<file path="src/rtl/fp_align.sv">
// fp_align: exponent-alignment stage ahead of the single-precision adder core.
// It picks the larger effective exponent and shifts the other mantissa right one bit per cycle, keeping a sticky LSB.
module fp_align #(
    parameter int EXP_W  = 8,
    parameter int FRAC_W = 23,
    localparam int M_W   = FRAC_W + 4,
    localparam int CNT_W = $clog2(M_W + 1)
) (
    input  logic             clk,
    input  logic             rst_n,
    input  logic             in_valid,
    output logic             in_ready,
    input  logic [EXP_W-1:0] exp_a,
    input  logic [FRAC_W-1:0] frac_a,
    input  logic [EXP_W-1:0] exp_b,
    input  logic [FRAC_W-1:0] frac_b,
    output logic             out_valid,
    input  logic             out_ready,
    output logic [EXP_W-1:0] exp_out,
    output logic [M_W-1:0]   mant_big,
    output logic [M_W-1:0]   mant_small,
    output logic             swap
);

    typedef enum logic [1:0] {
        ST_IDLE  = 2'd0,
        ST_SHIFT = 2'd1,
        ST_DONE  = 2'd2
    } state_t;

    // Denormals behave as if their exponent were 1.
    function automatic logic [EXP_W-1:0] eff_exp(input logic [EXP_W-1:0] e);
        logic [EXP_W-1:0] r;
        if (e == {EXP_W{1'b0}}) begin
            r = {{(EXP_W-1){1'b0}}, 1'b1};
        end else begin
            r = e;
        end
        return r;
    endfunction

    function automatic logic [M_W-1:0] ext_mant(input logic [EXP_W-1:0] e,
                                                input logic [FRAC_W-1:0] f);
        return {(e != {EXP_W{1'b0}}), f, 3'b000};
    endfunction

    // One-bit right shift that folds the bit shifted out into the sticky LSB.
    function automatic logic [M_W-1:0] sticky_shift(input logic [M_W-1:0] m);
        return {1'b0, m[M_W-1:2], m[1] | m[0]};
    endfunction

    state_t            state_r;
    state_t            state_nxt_s;
    logic              in_ready_r;
    logic              out_valid_r;
    logic [EXP_W-1:0]  exp_r;
    logic [M_W-1:0]    mant_big_r;
    logic [M_W-1:0]    mant_small_r;
    logic              swap_r;
    logic [CNT_W-1:0]  cnt_r;

    logic [EXP_W-1:0]  eff_a_s;
    logic [EXP_W-1:0]  eff_b_s;
    logic              swap_s;
    logic [EXP_W-1:0]  diff_s;
    logic [EXP_W-1:0]  big_exp_s;
    logic [M_W-1:0]    mant_big_s;
    logic [M_W-1:0]    mant_small_s;
    logic [CNT_W-1:0]  cnt_init_s;
    logic              accept_s;

    // Operand unpack, compare and clamped shift count for the capture cycle.
    always_comb begin
        eff_a_s      = eff_exp(exp_a);
        eff_b_s      = eff_exp(exp_b);
        swap_s       = (eff_b_s > eff_a_s);
        diff_s       = {EXP_W{1'b0}};
        big_exp_s    = {EXP_W{1'b0}};
        mant_big_s   = {M_W{1'b0}};
        mant_small_s = {M_W{1'b0}};
        cnt_init_s   = {CNT_W{1'b0}};
        if (swap_s) begin
            diff_s       = eff_b_s - eff_a_s;
            big_exp_s    = eff_b_s;
            mant_big_s   = ext_mant(exp_b, frac_b);
            mant_small_s = ext_mant(exp_a, frac_a);
        end else begin
            diff_s       = eff_a_s - eff_b_s;
            big_exp_s    = eff_a_s;
            mant_big_s   = ext_mant(exp_a, frac_a);
            mant_small_s = ext_mant(exp_b, frac_b);
        end
        if (32'(diff_s) > 32'(M_W)) begin
            cnt_init_s = CNT_W'(M_W);
        end else begin
            cnt_init_s = CNT_W'(diff_s);
        end
    end

    assign accept_s = in_valid & in_ready_r;

    // Next-state logic for the IDLE -> SHIFT -> DONE sequence.
    always_comb begin
        state_nxt_s = state_r;
        case (state_r)
            ST_IDLE: begin
                if (accept_s) begin
                    if (cnt_init_s == {CNT_W{1'b0}}) begin
                        state_nxt_s = ST_DONE;
                    end else begin
                        state_nxt_s = ST_SHIFT;
                    end
                end else begin
                    state_nxt_s = ST_IDLE;
                end
            end
            ST_SHIFT: begin
                if (cnt_r == CNT_W'(1)) begin
                    state_nxt_s = ST_DONE;
                end else begin
                    state_nxt_s = ST_SHIFT;
                end
            end
            ST_DONE: begin
                if (out_ready) begin
                    state_nxt_s = ST_IDLE;
                end else begin
                    state_nxt_s = ST_DONE;
                end
            end
            default: begin
                state_nxt_s = ST_IDLE;
            end
        endcase
    end

    // State register with handshake flags registered from the next state.
    always_ff @(posedge clk or negedge rst_n) begin
        if (!rst_n) begin
            state_r     <= ST_IDLE;
            in_ready_r  <= 1'b1;
            out_valid_r <= 1'b0;
        end else begin
            state_r     <= state_nxt_s;
            in_ready_r  <= (state_nxt_s == ST_IDLE);
            out_valid_r <= (state_nxt_s == ST_DONE);
        end
    end

    // Datapath: capture on accept, shift while in SHIFT, otherwise hold.
    always_ff @(posedge clk or negedge rst_n) begin
        if (!rst_n) begin
            exp_r        <= {EXP_W{1'b0}};
            mant_big_r   <= {M_W{1'b0}};
            mant_small_r <= {M_W{1'b0}};
            swap_r       <= 1'b0;
            cnt_r        <= {CNT_W{1'b0}};
        end else begin
            case (state_r)
                ST_IDLE: begin
                    if (accept_s) begin
                        exp_r        <= big_exp_s;
                        mant_big_r   <= mant_big_s;
                        mant_small_r <= mant_small_s;
                        swap_r       <= swap_s;
                        cnt_r        <= cnt_init_s;
                    end
                end
                ST_SHIFT: begin
                    mant_small_r <= sticky_shift(mant_small_r);
                    cnt_r        <= cnt_r - CNT_W'(1);
                end
                ST_DONE: begin
                    cnt_r <= cnt_r;
                end
                default: begin
                    cnt_r <= {CNT_W{1'b0}};
                end
            endcase
        end
    end

    assign in_ready   = in_ready_r;
    assign out_valid  = out_valid_r;
    assign exp_out    = exp_r;
    assign mant_big   = mant_big_r;
    assign mant_small = mant_small_r;
    assign swap       = swap_r;

endmodule

</file>
<file path="config.mk">
export PLATFORM = sky130hd
export DESIGN_NAME = fp_align
export DESIGN_NICKNAME = d
export VERILOG_FILES = /design/src/rtl/fp_align.sv
export SDC_FILE = /design/constraint.sdc
export NUM_CORES = 1
export LEC_CHECK = 0
export ABC_AREA = 1
export CORE_UTILIZATION = 43
export CTS_CLUSTER_DIAMETER = 100
export DETAILED_ROUTE_END_ITERATION = 7
export PLACE_DENSITY = 0.85
export SYNTH_ARGS = -nofsm -noshare
export SYNTH_HDL_FRONTEND = slang
export SYNTH_SLANG_ARGS = --single-unit
</file>
<file path="constraint.sdc">
create_clock -name clk -period 1.8 [get_ports clk]
set_clock_uncertainty 0.15 [all_clocks]
set_input_delay 0.54 -clock clk [delete_from_list [all_inputs] [get_ports clk]]
set_output_delay 0.54 -clock clk [all_outputs]
set_load 0.01 [all_outputs]
</file>
==> flow_summary_export.csv, run 1 <==
group,metric,value,unit
run_status,status,"complete, but fails checks",
run_status,failed_checks,"setup timing",
power,design_power_total,0.00887,W
finish,layout.nets,903,
routing,first_pass_iters,5,
sta,drv_slew,0,
synthesis,synth-simple-area-share,0.239,
grt,grt_start_max_net_pins,51,
grt,grt_pass1_wl,26000,µm
routing,vias,5476,
critical_path,critPathCaptureType,"flip-flop",
floorplan,dieHeight,104,µm
floorplan,dieArea,0.0107,mm²
critical_path,critPathKind,"input pin to flip-flop",
power,vdd_drop_max,712,µV
synthesis,synth_cell_types,38,
clock_tree,cts_num_sinks,69,
routing,ant_nets,0,
clock_tree,cts_buffers,9,
sta,hold_viol,0,
clock_tree,clockBufferDepth,2,
sta,clock.fmax,309,MHz
finish,final_util,0.748,
clock_tree,cts_tree,"yes",
job,drv_cap,0,
sta,worst_pin_slew,0.542,ns
hold_path,hold_depth,2,
floorplan,num_rows,36,
critical_path,start_kind,"input pin",
place,hpwl,10900,µm
finish,diodes,0,
critical_path,worst_ep_required_time,1.93,ns
synthesis,synth.avg_cell_area,7.42,µm²
grt,grtUsageTotal,0.306,
critical_path,critical_path_arrival,3.36,ns
critical_path,critical-path-max-stage-delay,0.38,ns
critical_path,worstReg2RegEnd,"exp_out[1]$_DFFE_PN0P_",
clock_tree,insertion_delay,0.35,ns
clock_tree,cts_root_buffer,"clkbuf_8",
routing,first_iter_violations,469,
critical_path,critPathSlowestCell,"fa_2",
critical_path,rrSetupSlack,0.01,ns
place,place.gp.congestion,0.947,
sta,rsz0062_at_grt,"yes",
sta,finalSetupTns,-76.34,ns
critical_path,worst-path-buf-inv,4,
hold_path,hold_start,"mant_big[13]$_DFFE_PN0P_",
synthesis,synth_area,0.00443,mm²
synthesis,synth_compound_area_frac,0.167,
synthesis,yosysWarnings,0,
clock_tree,clk_pin_slew,0.07,ns
synthesis,muxShareOfSynthArea,0.0316,
sta,setup_violations,66,
power,power.leakage,3.62,nW
routing,wl_per_cell,19.3,µm
sta,finalCritPeriodShare,1.80,
routing,routed_wl,18500,µm
finish,layout_commonest_cell,"nand2_1",
floorplan,start_util,0.449,
synthesis,synth_xor_area_frac,0.00593,
synthesis,synthFlopType,"dfrtp_1",
grt,grt_pass1_vias,5278,
synthesis,ys_seq_elements,69,
floorplan,core,0.00986,mm²
routing,vias_per_cell,5.73,
clock_tree,htreeDepth,3,
power,power_density,1200,mW/mm²
synthesis,syn_inst,597,
grt,grt_remaining_overflow,0,
floorplan,pin_count,131,
critical_path,cp_cell_sequence,"buf_8 -> nor4_4 -> nand4_1 -> inv_2 -> nor2_4 -> inv_2 -> ha_4 -> inv_4 -> fa_2 -> nand2_2 -> nand2_4 -> nand3_2 -> nand2_1 -> nand2_1 -> nand2_1 -> nor2_2 -> nand2_2 -> nand2_4 -> nand3_4 -> nor2_4 -> nand3_2 -> nand2_2 -> nor2_2",
synthesis,synth_sequential_area_ratio,0.390,
finish,syn_to_final_growth,66.6,%
synthesis,synth_edf_count,0,
sta,period_needed,3.23,ns
finish,final_cell_mix,"120 x nand2_1, 102 x buf_4, 67 x dfrtp_1",
hold_path,hold_path_end,"mant_big[13]$_DFFE_PN0P_",
synthesis,async_reset_ff_frac,1.00,
critical_path,crit_family,"simple AND/OR/NAND/NOR gates",
critical_path,cp_max_fo,4,
floorplan,die_width,104,µm
finish,drive_gt1_frac,0.310,
finish,nFillCells,656,
critical_path,r2r-start,"in_ready$_DFF_PN1_",
hold_path,hp-class,"flip-flop to flip-flop",
place,port_buffers,127,
sta,fin_ws,-1.43,ns
sta,max_slew_margin,0.637,
grt,antenna_found_initial,0,
synthesis,synthAdderAreaFrac,0.0570,
synthesis,synth_top_family_by_area,"simple AND/OR/NAND/NOR gates",
critical_path,ff2ff_path_depth,5,
routing,post-route-drc-count,0,
==> how the worst max path moves through the flow <==
stage / from / end / slack [ns] / cells past startpoint
after floorplan: exp_a[4] / mant_small[18]$_DFFE_PN0P_ / -1.12 / 17
after global placement: exp_a[4] / in_ready$_DFF_PN1_ / -1.73 / 23
after detailed placement: exp_a[4] / exp_out[3]$_DFFE_PN0P_ / -1.86 / 18
after CTS: exp_a[6] / in_ready$_DFF_PN1_ / -1.06 / 23
after global routing: exp_a[5] / in_ready$_DFF_PN1_ / -1.65 / 23
final: exp_a[5] / in_ready$_DFF_PN1_ / -1.43 / 23
==> routing by layer <==
metal / GRT usage / part of all wire / vias to the layer above
met5: 0 / 0 / -
li1: - / - / 2387
met4: 0.165 / 0.062 / 0
met1: 0.344 / 0.35 / 2591
met2: 0.544 / 0.50 / 380
met3: 0.0617 / 0.085 / 118
==> cell usage after synthesis, drive strengths merged (2+ instances only) <==
master | instances | share of area
nand2 | 140 | 0.12
inv | 74 | 0.063
nor2 | 71 | 0.064
dfrtp | 68 | 0.38
o21ai | 64 | 0.073
clkbuf | 30 | 0.026
nand3 | 29 | 0.037
a21oi | 28 | 0.033
o221ai | 23 | 0.045
ha | 17 | 0.048
mux2i | 14 | 0.032
buf | 12 | 0.019
nand4 | 6 | 0.0085
o22ai | 4 | 0.0056
a22oi | 2 | 0.0034
fa | 2 | 0.0090
o211ai | 2 | 0.0034
xor2 | 2 | 0.0040
==> worst register-to-register path, cell delays in order, from the launching register on <==
cell and delay [ns]:
dfstp_2 0.53, nand2_1 0.10, nor2_2 0.20, buf_4 0.31
o21ai_0 0.22, o21ai_1 0.20
==> state kept, by name, indices dropped and copies added (netlist names) <==
name,cells
in_ready,1
mant_small,27
out_valid,1
state_r,2
exp_out,8
cnt_r,5
swap,1
mant_big,24
==> per-stage QoR <==
step,instances,worst slack (ns),hold WS (ns),area [µm²]
2_1_floorplan,599,-1.12,0.0944,4480
3_3_place_gp,890,-1.73,0.280,6300
3_5_place_dp,890,-1.86,0.288,6300
4_1_cts,944,-1.06,0.339,6960
5_1_grt,956,-1.65,0.375,7380
6_report,956,-1.43,0.349,7380
==> layout make-up <==
type / instances / area [µm²] / share of cell area
tap: 133 / 166 / 0.0226
sequential: 69 / 1730 / 0.234
multi-input combinational: 414 / 2690 / 0.365
clock buffer: 11 / 141 / 0.0192
timing repair buffer: 249 / 2310 / 0.313
inverter: 75 / 284 / 0.0385
clock inverter: 5 / 60.1 / 0.00814
==> cells by family after synthesis <==
group / Yosys count
AND/OR/NAND/NOR: 249
flip-flops: 69
XOR/XNOR: 3
other: 1
multiplexers: 14
AO/OA/AOI/OAI: 125
buffers and inverters: 117
adder cells (fa/ha/maj): 19
==> power breakdown <==
group | switching [W] | total (W) | internal [W]
combinational | 0.00272 | 0.00486 | 0.00214
clock | 0.000623 | 0.00130 | 0.000681
sequential | 0.000449 | 0.00271 | 0.00226
total | 0.00379 | 0.00887 | 0.00508
==> what timing repair did <==
item                       CTS  global route
gates cloned                 2             3
setup endpoints to repair  128            71
pin swaps                   41            33
hold buffers                 1             0
hold endpoints to repair     9             0
resized for setup          195            79
setup buffers               39             9
Power figures use the tool's default switching activity.
==> run 2, diff against run 1 <==
Settings changed: TNS_END_PERCENT set to 5.
==> run 2 against run 1 <==
  * Routed wire length is 17% lower
  * Highest routed layer unchanged
  * Sequential share of layout area is 1.9 points higher
  * Clock power is 19% higher
  * Largest cell class unchanged
  * Cell area is 7.5% lower
  * The flow still finishes with violations (setup timing)
==> flow_summary_export.csv, run 2 (synthesis gave the netlist of run 1 again) <==
group,metric,value,unit
routing,vias,4991,
sta,fin_hold_ws,0.0538,ns
sta,drv_slew,0,
critical_path,rrSetupSlack,0.12,ns
critical_path,critPathSlowestCell,"fa_2",
clock_tree,insertion_delay,0.34,ns
routing,ant_nets,0,
critical_path,cp_max_fo,3,
sta,clock.fmax,339,MHz
clock_tree,clockBufferDepth,2,
grt,grt_start_max_net_pins,70,
floorplan,dieHeight,104,µm
critical_path,crit_family,"simple AND/OR/NAND/NOR gates",
routing,first_pass_iters,7,
sta,setup_violations,66,
finish,layout.nets,867,
power,clockPowerShare,0.180,
sta,period_needed,2.95,ns
grt,grtUsageTotal,0.289,
hold_path,hp-class,"input pin to asynchronous set/reset pin",
power,power_density,1260,mW/mm²
run_status,status,"complete, but fails checks",
critical_path,critical-path-max-stage-delay,0.36,ns
floorplan,die_width,104,µm
power,power.leakage,3.43,nW
critical_path,cp_common_cell,"nor2_4",
finish,diodes,0,
critical_path,worst-path-buf-inv,4,
critical_path,cp_cell_sequence,"clkdlybuf4s15_1 -> nor2_4 -> nand3_4 -> nor2_4 -> nor2_4 -> inv_1 -> ha_4 -> inv_2 -> fa_2 -> nand2_2 -> nand3_2 -> nand2_1 -> nand2_1 -> nand2_1 -> inv_1 -> nand2_2 -> nand2_4 -> nand3_4 -> nand3_4 -> nor2_4 -> nand3_2 -> nand2_2 -> nor2_2",
critical_path,worst_ep_required_time,1.92,ns
grt,antenna_found_initial,0,
sta,rsz0062_at_grt,"yes",
power,internal-power,0.00514,W
sta,finalCritPeriodShare,1.64,
routing,wl_per_cell,16.7,µm
grt,grt_remaining_overflow,0,
clock_tree,cts_buffers,9,
grt,grt_pass1_vias,5077,
power,combPwrFrac,0.509,
floorplan,pin_count,131,
place,port_buffers,127,
power,p_switching,0.00346,W
critical_path,start_kind,"input pin",
finish,final_cell_mix,"125 x nand2_1, 74 x buf_4, 68 x dfrtp_1",
power,vdd_drop_max,662,µV
place,hpwl,11100,µm
finish,drive_gt1_frac,0.224,
clock_tree,htreeDepth,3,
sta,fin_ws,-1.15,ns
sta,hold_viol,0,
clock_tree,cts_root_buffer,"clkbuf_8",
place,place.gp.congestion,0.966,
power,design_power_total,0.00860,W
power,swShare,0.402,
grt,grt_pass1_wl,24800,µm
clock_tree,cts_tree,"yes",
finish,layout_commonest_cell,"nand2_1",
place,place_ws,-1.83,ns
finish,largest_reg_flops,27,
routing,vias_per_cell,5.43,
floorplan,start_util,0.449,
floorplan,core,0.00986,mm²
routing,post-route-drc-count,0,
routing,first_iter_violations,339,
clock_tree,holdBufCountCts,0,
job,drv_cap,0,
power,pwr-share-seq,0.311,
finish,syn_to_final_growth,54.1,%
floorplan,dieArea,0.0107,mm²
critical_path,critical_path_arrival,3.07,ns
clock_tree,clk_pin_slew,0.07,ns
run_status,failed_checks,"setup timing",
critical_path,critPathKind,"input pin to flip-flop",
critical_path,critPathCaptureType,"flip-flop",
clock_tree,cts_num_sinks,69,
routing,routed_wl,15400,µm
floorplan,num_rows,36,
[run 2: repair_timing]
item	4_1_cts	5_1_grt
hold endpoints to repair	0	0
gates resized for setup	182	30
buffers inserted	22	2
endpoints found under the setup margin	128	70
pin swaps	36	12
gates cloned	1	0
[run 2: layout make-up]
cell class | instances | area, µm²
Timing Repair Buffer | 214 | 1950
Clock buffer | 11 | 131
Inverter | 75 | 282
Sequential cell | 69 | 1730
Multi-Input combinational cell | 413 | 2460
Fill cell | 775 | 3040
Tap cell | 133 | 166
Clock inverter | 5 | 108
[run 2: power groups by stage]
stage / Clock (W) / Sequential [W] / Combinational [W]
floorplan: 0 / 0.00293 / 0.00182
global placement: 0 / 0.00267 / 0.00432
detailed placement: 0 / 0.00271 / 0.00447
CTS: 0.00157 / 0.00266 / 0.00426
global route: 0.00164 / 0.00275 / 0.00474
finish: 0.00155 / 0.00267 / 0.00438
[run 2: final timing paths]
check	start	endpoint	depth (start not counted)
min in group clk	mant_big[4]$_DFFE_PN0P_	mant_big[4]$_DFFE_PN0P_	2
worst min-delay path	rst_n	mant_big[24]$_DFFE_PN0P_	2
worst min register to register	mant_big[4]$_DFFE_PN0P_	mant_big[4]$_DFFE_PN0P_	2
max in group asynchronous	rst_n	in_ready$_DFF_PN1_	2
worst max-delay path	exp_b[7]	in_ready$_DFF_PN1_	23
worst max register to register	in_ready$_DFF_PN1_	mant_big[23]$_DFFE_PN0P_	6
[run 2: stage by stage]
stage	utilization	cell area [µm²]	TNS [ns]	cells
2_1_floorplan	-	4460	-66.47	599
3_3_place_gp	0.632	6230	-102.28	879
3_5_place_dp	0.632	6230	-108.11	879
4_1_cts	0.684	6750	-57.19	918
5_1_grt	0.692	6830	-67.58	920
6_report	0.692	6830	-57.26	920
[run 2: per-layer routing]
metal | vias to the layer above | global-route usage | part of all wire
li1 | 2319 | - | -
met1 | 2372 | 0.332 | 0.39
met2 | 246 | 0.510 | 0.51
met3 | 54 | 0.0573 | 0.067
met4 | 0 | 0.144 | 0.037
met5 | - | 0 | 0
==> run 3, diff against run 2 <==
Settings changed: RECOVER_POWER set to 50.
==> run 3 against run 2 <==
  * The run still ends with setup timing left
  * Register-to-register slack hardly changed
  * Die area stayed put
  * Critical path depth stayed put
  * Power hardly changed
  * First-iteration DRC count is 7.1% lower
  * Setup slack worse by 0.0075 ns
  * Flip-flop and latch count stayed put
  * Sequential power hardly changed
  * Worst hold slack better by 0.24 ns
==> flow_summary_export.csv, run 3 (synthesis gave the netlist of run 1 again) <==
group,metric,value,unit
clock_tree,insertion_delay,0.34,ns
floorplan,start_util,0.449,
clock_tree,cts_root_buffer,"clkbuf_8",
critical_path,r2r-start,"in_ready$_DFF_PN1_",
power,combPwrFrac,0.509,
critical_path,start_kind,"input pin",
critical_path,critical_path_arrival,3.08,ns
routing,vias,4961,
grt,grt_pass1_vias,5077,
finish,largest_reg_flops,27,
critical_path,rrSetupSlack,0.11,ns
run_status,failed_checks,"setup timing",
finish,nFillCells,775,
finish,diodes,0,
floorplan,dieArea,0.0107,mm²
hold_path,hp-class,"input pin to asynchronous set/reset pin",
place,post_dp_cell_area,0.00623,mm²
power,power_density,1260,mW/mm²
job,drv_cap,0,
finish,fin_area,0.00682,mm²
sta,setup_violations,66,
run_status,status,"complete, but fails checks",
critical_path,crit_end,"in_ready$_DFF_PN1_",
clock_tree,cts_buffers,9,
critical_path,critPathCaptureType,"flip-flop",
grt,antenna_found_initial,0,
grt,grtUsageTotal,0.289,
routing,wl_per_cell,16.7,µm
critical_path,cp_max_fo,3,
routing,vias_per_cell,5.39,
sta,max_slew_margin,0.365,
place,place.gp.congestion,0.966,
place,place_ws,-1.83,ns
place,placed_cells,879,
clock_tree,clk_pin_slew,0.07,ns
routing,ant_nets,0,
floorplan,core,0.00986,mm²
routing,routed_wl,15300,µm
floorplan,num_rows,36,
critical_path,worst_ep_required_time,1.92,ns
place,hpwl,11100,µm
critical_path,worstSetupStartpoint,"exp_b[7]",
floorplan,die_width,104,µm
grt,grt_remaining_overflow,0,
routing,first_iter_violations,315,
critical_path,worstReg2RegEnd,"mant_big[23]$_DFFE_PN0P_",
grt,grt_start_max_net_pins,70,
sta,hold_viol,0,
routing,first_pass_iters,7,
finish,final_cells,920,
critical_path,ff2ff_path_depth,6,
power,internal-power,0.00514,W
finish,layout_commonest_cell,"nand2_1",
sta,period_needed,2.96,ns
floorplan,pin_count,131,
sta,finalCritPeriodShare,1.64,
critical_path,critPathKind,"input pin to flip-flop",
routing,post-route-drc-count,0,
power,swShare,0.402,
sta,finalSetupTns,-56.81,ns
sta,worst_pin_slew,0.953,ns
sta,fin_hold_ws,0.297,ns
clock_tree,cts_num_sinks,69,
sta,rsz0062_at_grt,"yes",
clock_tree,clockBufferDepth,2,
power,pwr-share-seq,0.311,
clock_tree,cts_tree,"yes",
clock_tree,htreeDepth,3,
finish,final_cell_mix,"125 x nand2_1, 74 x buf_4, 68 x dfrtp_1",
sta,fin_ws,-1.16,ns
sta,drv_slew,0,
finish,drive_gt1_frac,0.224,
power,vdd_drop_max,661,µV
sta,clock.fmax,338,MHz
finish,layout.nets,867,
floorplan,dieHeight,104,µm
power,p_switching,0.00346,W
power,power.leakage,3.42,nW
finish,syn_to_final_growth,53.9,%
power,clockPowerShare,0.181,
place,port_buffers,127,
grt,grt_pass1_wl,24800,µm
==> run 3: changes by cell type in the layout (fill, tap and decap cells not counted), sizes merged <==
cell    previous run  this run
clkbuf            12        13
buf               94        93
==> run 3: worst min path at each step <==
stage	end	cells past startpoint	slack [ns]	start
floorplan	cnt_r[0]$_DFFE_PN0P_	0	0.09	rst_n
global placement	mant_big[19]$_DFFE_PN0P_	2	0.32	mant_big[19]$_DFFE_PN0P_
detailed placement	mant_big[4]$_DFFE_PN0P_	2	0.33	mant_big[4]$_DFFE_PN0P_
finish	mant_big[24]$_DFFE_PN0P_	2	0.30	rst_n
CTS	swap$_DFFE_PN0P_	2	0.08	rst_n
global route	mant_big[24]$_DFFE_PN0P_	2	0.38	rst_n
==> run 3: final cells by class <==
type                    instances  area (µm²)  area share
clock buffers                  11         131      0.0193
clock inverters                 5         108      0.0158
inverters                      75         282      0.0413
multi-input cells             413        2460       0.361
flip-flops and latches         69        1730       0.253
well taps                     133         166      0.0244
repair buffers                214        1940       0.285
==> run 3: power groups by stage <==
| stage | clock (W) | combinational [W] | sequential [W] |
|---|---|---|---|
| 6_report | 0.00155 | 0.00437 | 0.00267 |
| 3_5_place_dp | 0 | 0.00447 | 0.00271 |
| 3_3_place_gp | 0 | 0.00432 | 0.00267 |
| 5_1_grt | 0.00164 | 0.00473 | 0.00275 |
| 2_1_floorplan | 0 | 0.00182 | 0.00293 |
| 4_1_cts | 0.00157 | 0.00426 | 0.00266 |
==> run 3: what timing repair did <==
item,CTS,global route
resized for setup,182,30
pin swaps,36,12
setup endpoints to repair,128,70
hold endpoints to repair,0,0
cloned,1,0
buffers inserted,22,2
hold buffers,0,0
==> run 3: layer usage <==
metal	routed length [µm]	GRT usage	vias to the layer above
met4	611	0.144	0
met3	929	0.0573	59
met2	7780	0.510	225
met1	6000	0.332	2354
li1	-	-	2323
met5	0	0	-
==> run 3: through the flow <==
step	utilization	total power, W
global placement	0.632	0.00699
detailed placement	0.632	0.00718
global route	0.691	0.00912
finish	0.691	0.00860
floorplan	-	0.00475
CTS	0.684	0.00848
==> run 3: worst max-delay path, stage by stage <==
cell	delay [ns]
clkdlybuf4s15_1	0.22
nor2_4	0.13
nand3_4	0.11
nor2_4	0.16
nor2_4	0.05
inv_1	0.10
ha_4	0.15
inv_2	0.05
fa_2	0.36
nand2_2	0.08
nand3_2	0.09
nand2_1	0.09
nand2_1	0.07
nand2_1	0.09
inv_1	0.06
nand2_2	0.08
nand2_4	0.07
nand3_4	0.11
nand3_4	0.09
nor2_4	0.13
nand3_2	0.10
nand2_2	0.09
nor2_2	0.04
